$ cat src/rtl/apb_slave_responder_if.sv
// APB4 completer-side bus bundle: requester drives select/address/data,
// completer returns ready, error and read data.
interface apb_slave_responder_if #(
  parameter int ADDR_WIDTH = 32,
  parameter int DATA_WIDTH = 32
);
  logic                    psel;
  logic                    penable;
  logic                    pwrite;
  logic [ADDR_WIDTH-1:0]   paddr;
  logic [DATA_WIDTH-1:0]   pwdata;
  logic [DATA_WIDTH/8-1:0] pstrb;
  logic [2:0]              pprot;
  logic [DATA_WIDTH-1:0]   prdata;
  logic                    pready;
  logic                    pslverr;

  modport master (
    output psel, penable, pwrite, paddr, pwdata, pstrb, pprot,
    input  prdata, pready, pslverr
  );

  modport slave (
    input  psel, penable, pwrite, paddr, pwdata, pstrb, pprot,
    output prdata, pready, pslverr
  );
endinterface

$ cat src/rtl/apb_slave_responder.sv
// APB4 completer backed by a NUM_REGS-word register file with byte strobes,
// programmable wait states and pslverr on out-of-range or misaligned access.
module apb_slave_responder #(
  parameter int                    ADDR_WIDTH = 32,
  parameter int                    DATA_WIDTH = 32,
  parameter int                    NUM_REGS   = 16,
  parameter logic [ADDR_WIDTH-1:0] BASE_ADDR  = '0
) (
  input  logic                 pclk,
  input  logic                 preset,
  apb_slave_responder_if.slave apb,
  input  logic [3:0]           wait_cfg,
  output logic                 xfer_done
);

  localparam int BYTES = DATA_WIDTH / 8;
  localparam int ALIGN = $clog2(BYTES);
  localparam int IDX_W = $clog2(NUM_REGS);
  localparam logic [ADDR_WIDTH-1:0] SPAN      = ADDR_WIDTH'(NUM_REGS * BYTES);
  localparam logic [ADDR_WIDTH-1:0] LANE_MASK = ADDR_WIDTH'(BYTES - 1);

  typedef enum logic {IDLE, ACCESS} state_t;

  state_t                state;
  logic [3:0]            cnt;
  logic                  pwrite_q;
  logic [ADDR_WIDTH-1:0] paddr_q;
  logic [DATA_WIDTH-1:0] pwdata_q;
  logic [BYTES-1:0]      pstrb_q;
  logic [DATA_WIDTH-1:0] regs [NUM_REGS];

  logic [ADDR_WIDTH-1:0] dec_addr;
  logic                  dec_write;
  logic                  dec_err;
  logic [IDX_W-1:0]      dec_idx;
  logic [DATA_WIDTH-1:0] rdata_nxt;
  logic                  unused_prot;

  function automatic logic addr_err(input logic [ADDR_WIDTH-1:0] a);
    logic [ADDR_WIDTH-1:0] off;
    off = a - BASE_ADDR;
    return (a < BASE_ADDR) || (off >= SPAN) || ((a & LANE_MASK) != '0);
  endfunction

  function automatic logic [IDX_W-1:0] addr_idx(input logic [ADDR_WIDTH-1:0] a);
    return IDX_W'((a - BASE_ADDR) >> ALIGN);
  endfunction

  assign unused_prot = ^apb.pprot;

  // Zero-wait transfers resolve in the setup cycle, before the latches hold the address.
  always_comb begin
    dec_addr  = (state == IDLE) ? apb.paddr  : paddr_q;
    dec_write = (state == IDLE) ? apb.pwrite : pwrite_q;
    dec_err   = addr_err(dec_addr);
    dec_idx   = addr_idx(dec_addr);
    rdata_nxt = (!dec_write && !dec_err) ? regs[dec_idx] : '0;
  end

  always_ff @(posedge pclk) begin
    if (preset) begin
      state       <= IDLE;
      cnt         <= '0;
      pwrite_q    <= 1'b0;
      paddr_q     <= '0;
      pwdata_q    <= '0;
      pstrb_q     <= '0;
      apb.prdata  <= '0;
      apb.pready  <= 1'b0;
      apb.pslverr <= 1'b0;
      xfer_done   <= 1'b0;
      for (int i = 0; i < NUM_REGS; i++) regs[i] <= '0;
    end else begin
      xfer_done <= 1'b0;
      case (state)
        IDLE: begin
          if (apb.psel && !apb.penable) begin
            pwrite_q <= apb.pwrite;
            paddr_q  <= apb.paddr;
            pwdata_q <= apb.pwdata;
            pstrb_q  <= apb.pstrb;
            cnt      <= wait_cfg;
            state    <= ACCESS;
            if (wait_cfg == 4'd0) begin
              apb.pready  <= 1'b1;
              apb.pslverr <= dec_err;
              apb.prdata  <= rdata_nxt;
            end
          end
        end
        ACCESS: begin
          if (apb.pready) begin
            if (pwrite_q && !apb.pslverr) begin
              for (int b = 0; b < BYTES; b++)
                if (pstrb_q[b]) regs[dec_idx][8*b +: 8] <= pwdata_q[8*b +: 8];
            end
            apb.pready  <= 1'b0;
            apb.pslverr <= 1'b0;
            apb.prdata  <= '0;
            xfer_done   <= 1'b1;
            state       <= IDLE;
          end else if (!apb.psel) begin
            state <= IDLE;
          end else if (apb.penable) begin
            cnt <= cnt - 4'd1;
            if (cnt == 4'd1) begin
              apb.pready  <= 1'b1;
              apb.pslverr <= dec_err;
              apb.prdata  <= rdata_nxt;
            end
          end
        end
        default: state <= IDLE;
      endcase
    end
  end

endmodule

$ cat src/flat_wrapper.sv
// flat-port wrapper written by rule: the top's interface ports become plain ports
module apb_slave_responder_flat 
#(
  parameter int                    ADDR_WIDTH = 32,
  parameter int                    DATA_WIDTH = 32,
  parameter int                    NUM_REGS   = 16,
  parameter logic [ADDR_WIDTH-1:0] BASE_ADDR  = '0
)
  (pclk, preset, wait_cfg, xfer_done, apb_psel, apb_penable, apb_pwrite, apb_paddr, apb_pwdata, apb_pstrb, apb_pprot, apb_prdata, apb_pready, apb_pslverr);
  apb_slave_responder_if #(.ADDR_WIDTH(ADDR_WIDTH), .DATA_WIDTH(DATA_WIDTH)) apb_i ();
  input  logic pclk;
  input  logic preset;
  input  logic [3:0] wait_cfg;
  output logic xfer_done;
  input wire logic [$bits(apb_i.psel)-1:0] apb_psel;
  input wire logic [$bits(apb_i.penable)-1:0] apb_penable;
  input wire logic [$bits(apb_i.pwrite)-1:0] apb_pwrite;
  input wire logic [$bits(apb_i.paddr)-1:0] apb_paddr;
  input wire logic [$bits(apb_i.pwdata)-1:0] apb_pwdata;
  input wire logic [$bits(apb_i.pstrb)-1:0] apb_pstrb;
  input wire logic [$bits(apb_i.pprot)-1:0] apb_pprot;
  output wire logic [$bits(apb_i.prdata)-1:0] apb_prdata;
  output wire logic [$bits(apb_i.pready)-1:0] apb_pready;
  output wire logic [$bits(apb_i.pslverr)-1:0] apb_pslverr;
  assign apb_i.psel = apb_psel;
  assign apb_i.penable = apb_penable;
  assign apb_i.pwrite = apb_pwrite;
  assign apb_i.paddr = apb_paddr;
  assign apb_i.pwdata = apb_pwdata;
  assign apb_i.pstrb = apb_pstrb;
  assign apb_i.pprot = apb_pprot;
  assign apb_prdata = apb_i.prdata;
  assign apb_pready = apb_i.pready;
  assign apb_pslverr = apb_i.pslverr;
  apb_slave_responder #(.ADDR_WIDTH(ADDR_WIDTH), .DATA_WIDTH(DATA_WIDTH), .NUM_REGS(NUM_REGS), .BASE_ADDR(BASE_ADDR)) u_core (.pclk(pclk), .preset(preset), .apb(apb_i), .wait_cfg(wait_cfg), .xfer_done(xfer_done));
endmodule
$ cat config.mk
export PLATFORM = sky130hd
export DESIGN_NAME = apb_slave_responder_flat
export DESIGN_NICKNAME = d
export VERILOG_FILES = /design/src/rtl/apb_slave_responder_if.sv /design/src/rtl/apb_slave_responder.sv /design/src/flat_wrapper.sv
export SDC_FILE = /design/constraint.sdc
export NUM_CORES = 1
export LEC_CHECK = 0
export CORE_ASPECT_RATIO = 0.6
export CORE_MARGIN = 5
export CORE_UTILIZATION = 60
export DETAILED_ROUTE_END_ITERATION = 16
export PLACE_DENSITY_LB_ADDON = 0.05
export SETUP_SLACK_MARGIN = 0.5
export SYNTH_ARGS = -nofsm -noshare
export SYNTH_HDL_FRONTEND = slang
export SYNTH_SLANG_ARGS = --single-unit
$ cat constraint.sdc
create_clock -name pclk -period 3.4 [get_ports pclk]
set_input_delay 0.68 -clock pclk [delete_from_list [all_inputs] [get_ports pclk]]
set_output_delay 0.68 -clock pclk [all_outputs]
set_load 0.005 [all_outputs]
# [After elaboration in Yosys (flattened, before gate mapping)]
# Memories as Yosys holds them, arrays and structs flattened.
# Index checks and enable logic that the tools add are counted.
[op_classes] n_addsub=1 multipliers=0 div_mod_pow=0 magnitude_cmp=2 n_eq_ne=9 shift=0 mux=63 bitwise_logic=1 reduce_logical=17
[ops] operator="$mux W32" count=9
[ops] operator="$pmux W32 S2" count=1
[ops] operator="$mux W1" count=43
[ops] operator="$ge A32 B7 Y1 const B" count=1
[ops] operator="$lt A32 B1 Y1 const B" count=1
[ops] operator="$reduce_bool A32 Y1" count=1
[ops] operator="$reduce_or A32 Y1" count=1
[ops] operator="$mux W4" count=6
[ops] operator="$ne A2 B2 Y1 const B" count=5
[ops] operator="$ne A3 B2 Y1 const B" count=3
[ops] operator="$pmux W4 S2" count=1
[ops] operator="$pmux W1 S2" count=3
[ops] operator="$reduce_and A5 Y1" count=1
[ops] operator="$eq A4 B1 Y1 const B" count=1
[ops] operator="$logic_not A1 Y1" count=4
[ops] operator="$logic_not A4 Y1" count=1
[ops] operator="$reduce_and A2 Y1" count=2
[ops] operator="$reduce_and A4 Y1" count=1
[ops] operator="$sub A4 B1 Y4 const B" count=1
[ops] operator="$logic_and A1 B1 Y1" count=3
[ops] operator="$logic_or A1 B1 Y1" count=2
[ops] operator="$reduce_or A2 Y1" count=1
[ops] operator="$not A1 Y1" count=1
[totals] ff_bits=109 latchBits=0 ramBits=512 mem_bits_ro=0 in_bits=80 out_inout_bits=35 elab_cells=104 n_memories=1
[mem_list] memory="u_core.regs" depth=16 width=32 read_ports=1 rd_clocked_by_memory_dff=0 write_ports=16 line="apb_slave_responder.sv:30" source="logic [DATA_WIDTH-1:0] regs [NUM_REGS];"

# [Longest topological paths before layout]
[depth] ltp_word=12 mapped_depth=9 mapped_depth_nobuf=7

# [Least setup slack after synthesis]
# Ideal clock, no wire load.
[synth_timing] path_kind="input to register" from="input port apb_paddr[28]" to="register u_core.apb.prdata[10]" t_arrival_ns=2.492 required_time_ns=3.312 slack_ns=0.820 stages=7 cell_sequence="or4_1 -> nor4_2 -> o221ai_1 -> or4_1 -> buf_2 -> buf_6 -> o32ai_2"
[synth_between] elab_chain_cells=12 word_cells_on_any_way=15 cone_classes="2 x order compare; 9 x mux; 4 x reduce/logical"
[synth_rtl] item="from (decl)" line="flat_wrapper.sv:18" source="input wire logic [$bits(apb_i.paddr)-1:0] apb_paddr;"
[synth_rtl] item="$mux W32 *" line="apb_slave_responder.sv:53" source="dec_addr = (state == IDLE) ? apb.paddr : paddr_q;"
[synth_rtl] item="$lt A32 B1 Y1 or $ge A32 B7 Y1 (tied branches)" line="apb_slave_responder.sv:42" source="return (a < BASE_ADDR) || (off >= SPAN) || ((a & LANE_MASK) != '0);"
[synth_rtl] item="$logic_or A1 B1 Y1 * (2 in series)" line="apb_slave_responder.sv:42"
[synth_rtl] item="$logic_not A1 Y1 *" line="apb_slave_responder.sv:57" source="rdata_nxt = (!dec_write && !dec_err) ? regs[dec_idx] : '0;"
[synth_rtl] item="$logic_and A1 B1 Y1 *" line="apb_slave_responder.sv:57"
[synth_rtl] item="$mux W32 *" line="apb_slave_responder.sv:57"
[synth_rtl] item="$mux W32" line="apb_slave_responder.sv:106" source="if (cnt == 4'd1) begin"
[synth_rtl] item="$mux W32" line="apb_slave_responder.sv:104" source="end else if (apb.penable) begin"
[synth_rtl] item="$mux W32" line="apb_slave_responder.sv:102" source="end else if (!apb.psel) begin"
[synth_rtl] item="$mux W32" line="apb_slave_responder.sv:92" source="if (apb.pready) begin"
[synth_rtl] item="$pmux W32 S2 *" line="apb_slave_responder.sv:75" source="case (state)"
[synth_rtl] item="to (signal assigned)" line="apb_slave_responder.sv:87" source="apb.prdata <= rdata_nxt;"
[synth_rtl] item="to (signal assigned)" line="apb_slave_responder.sv:109" source="apb.prdata <= rdata_nxt;"
[synth_rtl] item="to (decl)" line="apb_slave_responder_if.sv:25" source="output prdata, pready, pslverr"
# Mark *: on every way between the ends. The rest lies on a longest branch, timed or not. The select of a mux whose other input is x is not followed.
# A chain may end at the register's enable or synchronous reset.

# [Worst setup path after layout]
[layout_timing] from="input port apb_paddr[28]" to="register u_core.apb.prdata[20]"
# Same word-level chain as after synthesis.

==> impl_results.md <==
* Skew-Pair Late Insertion Delay at 590 ps
* Die width at 291.1 um
* Initial antenna violation count at 6
* H-tree depth at 2
* Synthesized instance count at 2254
* Sequential cell area at 0.01756 mm^2
* TritonCTS clock tree: done
* Dpl ws at 19.34 ps
* Vias in the first global route at 18440
* Fin crit share at 0.8266
* Count of unique library cells instantiated by Yosys at 65
* Max Freq at 0.3558 GHz
* ANT cells at 0
* Cell area after synthesis at 0.02844 mm^2
* FP Rows at 61
* Clock-pin slew on the worst setup and hold paths at 60 ps
* Synth warn at 0
* Total Power at 15920 uW
* Area of the multi-input gates at 0.01019 mm^2
* Fin crit period at 2810 ps
* First-pass GRT wire length at 113.2 mm
* Crit path required time at 3890 ps
* Final hold viol count at 0
* Hold crit path type: flip-flop to flip-flop
* Slew Viols, Final at 0
* Fin area at 0.03250 mm^2
* Layout cells sized above 1 at 0.1488
* Worst slew pin tran at 1030 ps
* DR iter-0 viols at 2163
* Post-Syn Nets at 2336
* Rel. slew slack at 0.3125
* Routed WL at 74.86 mm
* Largest net degree at the start of global routing at 143
* DP Area at 0.03072 mm^2
* Unrepaired setup endpoints after global routing: false
* MaxCap Viol Count at 0
* Most frequent cell after synthesis: and2_1
* Die area at 0.05200 mm^2
* Critical path peak fanout at 32
* Drt drc at 0
* Fill cells at 3287
* Avg Inst Size Synth at 12.62 um^2
* Port buffer count at 111
* # nets final at 2462
* I/O Pins at 115
* Synth async-reset ratio at 0
* Worst setup margin at 589.7 ps
* Starting Density at 0.6109
* Via density at 6.099
* Wire per inst at 24.50 um
* Post-synth EDFFs at 512
* Inserted Clock Buffers at 55
* Max VDD drop at 0.3892 mV
* Synth top area share at 0.5406
* Top FF cell, synth: edfxtp_1
* Floorplan Core Area at 0.04656 mm^2
* CTS Buffer Depth at 3
* Outcome: finished, final reports clean
* Critical Path End Type: flip-flop
* Pwr Density at 489.8 mW/mm^2
* Crit path kind: primary input to flip-flop
* CTS Sinks at 621
* Router iterations before antenna repair at 5
* Routability Congestion at 0.8558
* Total global routing overflow at 0
* Skew final at 13.95 ps
* DRT antenna net count at 0
* Via count at 18640
* Arrival @ worst endpoint at 3310 ps
* Startpoint Class: primary input
* Cell taking the most area after synthesis: edfxtp_1
* Die H at 178.6 um
* Post-synth top cells: and2_1, edfxtp_1, mux2i_1
* P&R area growth vs syn at 14.27%
* GRT Overall Usage at 0.2875
* Leakage at 0.01212 uW
* Synth top area cells: edfxtp_1, and2_1, dfxtp_1
* Register bit count reported by yosys at 621
* Setup TNS at 0 ps
* Root buf cell: clkbuf_16
* Final setup vio count at 0
* Post-DP HPWL at 49.83 mm
* Sequential cell area fraction in the yosys report at 0.6173
-- state kept, by name, summed over array words and instances (netlist names) --
signal and cells:
u_core.pstrb_q 4, u_core.pwdata_q 32, u_core.paddr_q 32, u_core.pwrite_q 1
u_core.apb.pready 1, u_core.cnt 4, u_core.state 1, u_core.apb.prdata 32
u_core.regs 512, u_core.xfer_done 1, u_core.apb.pslverr 1
-- repair_timing --
| item | 4_1_cts | 5_1_grt |
|---|---|---|
| resized for setup | 3 | 5 |
| endpoints found under the setup margin | 290 | 236 |
| cloned | 0 | 0 |
| pin swaps | 2 | 1 |
| buffers inserted | 5 | 2 |
| hold buffers | 0 | 0 |
-- routing by layer --
| metal | global-route usage | vias up | share of wire |
|---|---|---|---|
| met5 | 0 | - | 0.0010 |
| met4 | 0.05801 | 12 | 0.020 |
| met3 | 0.08101 | 122 | 0.12 |
| met2 | 0.4137 | 965 | 0.42 |
| met1 | 0.4412 | 9081 | 0.44 |
| li1 | - | 8459 | - |
-- per-stage QoR --
stage | hold slack [ps] | utilization | std cells
global placement | 441.1 | 0.6599 | 2946
finish | 456.6 | 0.6980 | 3056
detailed placement | 447.5 | 0.6599 | 2946
floorplan | 431.3 | - | 2254
CTS | 457.1 | 0.6972 | 3054
global route | 477.6 | 0.6980 | 3056
-- report_power, final --
group	switching, uW	internal [uW]
Clock	2750	3210
Sequential	196	8450
Combinational	810	512
Total	3750	12200
-- placed cells by master (no fill, tap or decap), drive strengths merged, types with 3 or more instances in the layout --
cell / count
and2: 516
edfxtp: 512
nand2: 157
mux2i: 155
buf: 118
clkdlybuf4s50: 110
dfxtp: 109
a21o: 94
clkbuf: 82
a21oi: 80
or2: 65
o22ai: 61
nor3: 52
inv: 37
o221ai: 31
o21a: 31
o32ai: 31
o2111a: 30
a22oi: 30
nor2: 27
clkinv: 18
nor4: 12
nand3: 7
o21ai: 7
nand3b: 6
a21bo: 6
mux4: 3
nor3b: 3
or3b: 3
clkinvlp: 3
-- path summary, 6_finish.rpt --
kind	slack, ps	cells after the start	to	start
max reg2reg	590	8	u_core.apb.prdata[3]	u_core.state
min reg2reg	460	2	u_core.paddr_q[14]	u_core.paddr_q[14]
max	590	7	u_core.apb.prdata[20]	apb_paddr[28]
min	460	2	u_core.paddr_q[14]	u_core.paddr_q[14]
-- area by class of cell --
class,instances,area share
Multi-Input combinational cell,1437,0.3137
Tap cell,630,0.02426
Inverter,37,0.004273
Clock inverter,21,0.003118
Timing Repair Buffer,228,0.06576
Clock buffer,82,0.04863
Sequential cell,621,0.5403
-- worst max-delay path, stage by stage --
cell and delay (ps):
clkdlybuf4s50_1 420, or4_1 550, nor4_2 150, o221ai_1 200, or4_2 720, buf_12 220
o32ai_2 310
-- cells by family (layout without fill, tap and decap cells) --
family / count (synthesis) / after routing / synth area share
AND/OR/NAND/NOR: 860 / 860 / 0.1809
flip-flops: 621 / 621 / 0.6173
AO/OA/AOI/OAI: 416 / 416 / 0.1149
buffers and inverters: 196 / 368 / 0.02855
multiplexers: 159 / 159 / 0.05746
adder cells (fa/ha/maj): 2 / 2 / 0.0008798
No activity file was read; power rests on OpenSTA's default activity.
